File: src/rtl/conv_ctrl_pkg.sv
// Shared types and helpers for the convolution layer sequencer.
package conv_ctrl_pkg;

    localparam int DATA_W_DEFAULT = 24;
    localparam int RELU_MAX_W     = 64;

    typedef enum logic [2:0] {
        IDLE   = 3'd0,
        LAUNCH = 3'd1,
        RUN    = 3'd2,
        CH_END = 3'd3,
        FINISH = 3'd4
    } seq_state_t;

    // Width-agnostic ReLU: sign_pos selects the sign bit of the caller's data width.
    function automatic logic [RELU_MAX_W-1:0] relu(input logic [RELU_MAX_W-1:0] x,
                                                   input logic [5:0] sign_pos);
        return x[sign_pos] ? '0 : x;
    endfunction

endpackage

File: src/rtl/img_pixel_counter.sv
// Counts valid output pixels within one channel image and flags the final one.
module img_pixel_counter #(
    parameter int IMG_W = 28,
    parameter int IMG_H = 28,
    localparam int TOTAL = IMG_W * IMG_H,
    localparam int CNT_W = (TOTAL > 1) ? $clog2(TOTAL) : 1
) (
    input  logic             clk,
    input  logic             rst,
    input  logic             clear,
    input  logic             inc,
    output logic             last,
    output logic [CNT_W-1:0] count
);

    always_ff @(posedge clk or posedge rst) begin
        if (rst) begin
            count <= '0;
        end else if (clear) begin
            count <= '0;
        end else if (inc) begin
            count <= count + CNT_W'(1);
        end
    end

    assign last = (count == CNT_W'(TOTAL - 1));

endmodule

File: src/rtl/conv_layer_sequencer.sv
// Launches the conv engine once per output channel, applies ReLU to its pixels
// and marks image ends and layer completion.
//
// state  | meaning
// IDLE   | waiting for start
// LAUNCH | engine launch pulse issued next cycle, pixel count cleared
// RUN    | accepting engine pixels for the current channel
// CH_END | channel image complete, pick next channel or finish
// FINISH | layer complete, done pulse issued next cycle
module conv_layer_sequencer
    import conv_ctrl_pkg::*;
#(
    parameter int DATA_W = DATA_W_DEFAULT,
    parameter int IMG_W  = 28,
    parameter int IMG_H  = 28,
    parameter int NUM_CH = 8,
    localparam int CH_W  = (NUM_CH > 1) ? $clog2(NUM_CH) : 1,
    localparam int TOTAL = IMG_W * IMG_H,
    localparam int CNT_W = (TOTAL > 1) ? $clog2(TOTAL) : 1
) (
    input  logic              clk,
    input  logic              rst,
    input  logic              start,
    output logic              eng_start,
    input  logic              eng_valid,
    input  logic [DATA_W-1:0] eng_data,
    output logic [DATA_W-1:0] out_data,
    output logic              data_validity,
    output logic              img_end,
    output logic              done,
    output logic              busy,
    output logic [CH_W-1:0]   ch_idx,
    output logic              err
);

    seq_state_t       state;
    seq_state_t       state_next;
    logic             accept;
    logic             cnt_clear;
    logic             cnt_inc;
    logic             pix_last;
    logic             last_ch;
    logic             pix_taken;
    logic [CNT_W-1:0] pix_count;

    img_pixel_counter #(
        .IMG_W (IMG_W),
        .IMG_H (IMG_H)
    ) u_pix_cnt (
        .clk   (clk),
        .rst   (rst),
        .clear (cnt_clear),
        .inc   (cnt_inc),
        .last  (pix_last),
        .count (pix_count)
    );

    assign last_ch   = (ch_idx == CH_W'(NUM_CH - 1));
    assign pix_taken = (state == RUN) && eng_valid;

    always_comb begin
        state_next = state;
        accept     = 1'b0;
        cnt_clear  = 1'b0;
        cnt_inc    = 1'b0;
        case (state)
            IDLE: begin
                if (start) begin
                    accept     = 1'b1;
                    state_next = LAUNCH;
                end
            end
            LAUNCH: begin
                cnt_clear  = 1'b1;
                state_next = RUN;
            end
            RUN: begin
                if (eng_valid) begin
                    if (pix_last) state_next = CH_END;
                    else          cnt_inc    = 1'b1;
                end
            end
            CH_END:  state_next = last_ch ? FINISH : LAUNCH;
            FINISH:  state_next = IDLE;
            default: state_next = IDLE;
        endcase
    end

    always_ff @(posedge clk or posedge rst) begin
        if (rst) begin
            state         <= IDLE;
            eng_start     <= 1'b0;
            out_data      <= '0;
            data_validity <= 1'b0;
            img_end       <= 1'b0;
            done          <= 1'b0;
            busy          <= 1'b0;
            ch_idx        <= '0;
            err           <= 1'b0;
        end else begin
            state         <= state_next;
            eng_start     <= (state == LAUNCH);
            data_validity <= pix_taken;
            img_end       <= pix_taken && pix_last;
            done          <= (state == FINISH);

            if (pix_taken) begin
                out_data <= DATA_W'(relu(RELU_MAX_W'(eng_data), 6'(DATA_W - 1)));
            end

            if (accept) begin
                ch_idx <= '0;
                busy   <= 1'b1;
            end else if (state == CH_END && !last_ch) begin
                ch_idx <= ch_idx + CH_W'(1);
            end else if (state == FINISH) begin
                busy <= 1'b0;
            end

            // A stray pixel in the same cycle as an accepted start still counts as an error.
            err <= (err && !accept) || (eng_valid && state != RUN);
        end
    end

    a_pix_count_range : assert property (@(posedge clk) disable iff (rst)
        pix_count <= CNT_W'(TOTAL - 1));

endmodule

File: config.mk
export PLATFORM = sky130hd
export DESIGN_NAME = conv_layer_sequencer
export DESIGN_NICKNAME = d
export VERILOG_FILES = /design/src/rtl/conv_ctrl_pkg.sv /design/src/rtl/img_pixel_counter.sv /design/src/rtl/conv_layer_sequencer.sv
export SDC_FILE = /design/constraint.sdc
export NUM_CORES = 1
export LEC_CHECK = 0
export CELL_PAD_IN_SITES_DETAIL_PLACEMENT = 1
export CELL_PAD_IN_SITES_GLOBAL_PLACEMENT = 2
export CORE_MARGIN = 2
export CORE_UTILIZATION = 28
export DETAILED_ROUTE_END_ITERATION = 10
export PLACE_DENSITY_LB_ADDON = 0.1
export SETUP_SLACK_MARGIN = 0.1
export SYNTH_ARGS = -nofsm -noshare
export SYNTH_HDL_FRONTEND = slang
export SYNTH_SLANG_ARGS = --single-unit
export TNS_END_PERCENT = 1
File: constraint.sdc
create_clock -name clk -period 1.82 [get_ports clk]
set_input_delay 0.364 -clock clk [delete_from_list [all_inputs] [get_ports clk]]
set_output_delay 0.364 -clock clk [all_outputs]
set_load 0.03 [all_outputs]
==> results of run 1 <==
[cells in the mapped netlist (2+ instances only)]
cell type,instances,share of area [%]
buf_4,2,0.76
dfrtp_1,45,57
xor2_1,4,1.8
inv_1,3,0.57
xnor2_1,2,0.88
nor3b_1,2,0.76
ha_1,3,1.9
and4bb_2,2,1.3
a21oi_1,6,1.5
nand3b_1,24,9.1
nand2_1,52,9.8
a31oi_1,3,0.95
o21ai_0,4,1.0
nand4_1,4,1.3
buf_2,3,0.76
nor2_1,12,2.3
clkbuf_1,5,0.95
nor3_1,2,0.50
nand3_1,3,0.76
and3_1,3,0.95
[repair_timing]
action | in CTS | in global routing
hold endpoints to repair | 0 | 0
endpoints found under the setup margin | 10 | 21
cloned | 0 | 0
hold buffers | 0 | 0
resized for setup | 1 | 1
[state kept, by name, summed over array words and instances, names as in the netlist]
signal,cells
busy,1
out_data,23
done,1
state,3
eng_start,1
ch_idx,3
u_pix_cnt.count,10
img_end,1
err,1
data_validity,1
[layer usage]
metal	routed length, um	share of wire (%)
met1	2200	45
met2	2470	50
met3	203	4.1
met4	46	0.94
met5	0	0
[where the power goes]
part           switching [mW]  internal (mW)  total [mW]
clock network           0.346          0.400       0.745
logic                    1.07          0.759        1.83
registers               0.187           1.30        1.49
total                    1.60           2.46        4.06
[worst min path at each step]
stage | cells after the start | slack (ns) | to
2_1_floorplan | 1 | 0.48 | state[1]
3_5_place_dp | 2 | 0.46 | out_data[10]
3_3_place_gp | 2 | 0.45 | out_data[12]
6_report | 3 | 0.42 | out_data[14]
4_1_cts | 3 | 0.43 | img_end
5_1_grt | 3 | 0.44 | done
[final cells by class]
class                           instances  area [um2]
Inverter                                4        20.0
Sequential cell                        45        1130
Clock inverter                          2        35.0
Multi-Input combinational cell        137         777
Clock buffer                            5        68.8
Tap cell                               96         120
Timing Repair Buffer                   72         702
Fill cell                             777        3980
[cells by family after synthesis]
| group | Yosys count | synth area share (%) |
|---|---|---|
| flip-flops | 45 | 56.8 |
| buffers and inverters | 15 | 4.04 |
| multiplexers | 1 | 0.505 |
| AO/OA/AOI/OAI | 15 | 4.42 |
| adder cells (fa/ha/maj) | 3 | 1.89 |
| XOR/XNOR | 6 | 2.65 |
| AND/OR/NAND/NOR | 111 | 29.5 |
| other | 1 | 0.189 |
==> reports/metrics.yaml, run 1 <==
status: "finished, final reports clean"
min_period_ns: 1.72
busiest_layer: "met2"
die_area_um2: 7770
r2r_end: "state[0]"
netlist_area_um2: 1980
p_leak_nw: 1.34
final_core_util_pct: 41.7
yosysWarnings: 0
synth_nets: 228
gp_congestion: 0.708
fin_crit_sh_pct: 94.3
rrSetupSlack_ns: 0.24
area_growth_pct: 43.7
syn_avg_cell_area_um2: 10.1
port_buffers: 59
total_power_mw: 4.06
cp_cell_sequence: "clkdlybuf4s50_1"
setup_violations: 0
critPathCaptureType: "output pin"
cts_setup_buffers: 0
wl_per_cell_um: 13.6
ys_types: 33
drt_iter0_drc: 31
grt_util_all_layers_pct: 13.4
finalClockSkew_ns: 0.00508
antenna_left: 0
fin_nets: 296
antenna_found_initial: 0
cp-endpoint: "out_data[22]"
wl_um: 4920
initial_core_util_pct: 29.0
synth_edf_count: 0
cp_num_cells: 1
grtUsageMet3_pct: 3.20
num_vias: 1601
async_reset_ff_share_pct: 100
cts_buffer_depth: 2
grt_pass1_vias: 1589
cpMaxStageDelayCell: "clkdlybuf4s50_1"
clock_sinks: 45
drc: 0
worstReg2RegStart: "ch_idx[0]"
final_cell_area_um2: 2850
p_per_area_nw_per_um2: 1430
grt_pass1_wl_um: 8040
cts-buffers-inserted: 5
final_max_slew_viol_count: 0
path_class: "flop to output pin"
tns_ns: 0
ir_drop_v: 0.000477
whs_ns: 0.419
ys.flop_type: "dfrtp_1"
dp.cells: 354
cts_max_level: 2
fmax_mhz: 583
place_hpwl_um: 3370
grt_max_degree: 46
insertion_delay_ns: 0.29
layout_commonest_cell: "clkdlybuf4s50_1"
firstDrtPassIters: 4
use_met1_pct: 16.2
grtUsageMet2_pct: 23.4
die_w_um: 88.2
crit_fanout: 2
critPathTopFamily: "buffers and inverters"
finalWorstSetupSlack_ns: 0.104
fin_cells: 361
io-pin-count: 61
tritoncts: "done"
startpoint_type: "flop"
crit_required_ns: 1.46
arrival_ns: 1.35
final_cell_mix: "clkdlybuf4s50_1, nand2_1, dfrtp_1, nand3b_1"
critical_path_buf_inv_count: 1
post-place-ws_ns: -0.0288
synthCells: 197
rsz0062_at_grt: "true"
grt_remaining_overflow: 0
via_per_inst: 4.43
root_buffer: "clkbuf_8"
std_cell_rows: 30
place_area_um2: 2740
synth-seq-area-share_pct: 56.8
ff2ff_path_depth: 5
crit_start: "out_data[22]"
core_um2: 6830
slowest_delay_ns: 0.69
die_y_um: 88.2
maxCapViolCount: 0
hold_class: "primary input to async pin"
finalHoldViolCount: 0
clk_pin_slew_worst_paths_ns: 0.09
drive_gt1_share_pct: 9.81
diodes: 0
ys_ff_latch: 45
Note: power is estimated with default switching activity, not from simulation.
==> inputs of run 2 (changes only) <==
SLEW_MARGIN = 0   (was unset)
==> results of run 2 <==
No change in the layout: final DEF, timing and power equal those of run 1.
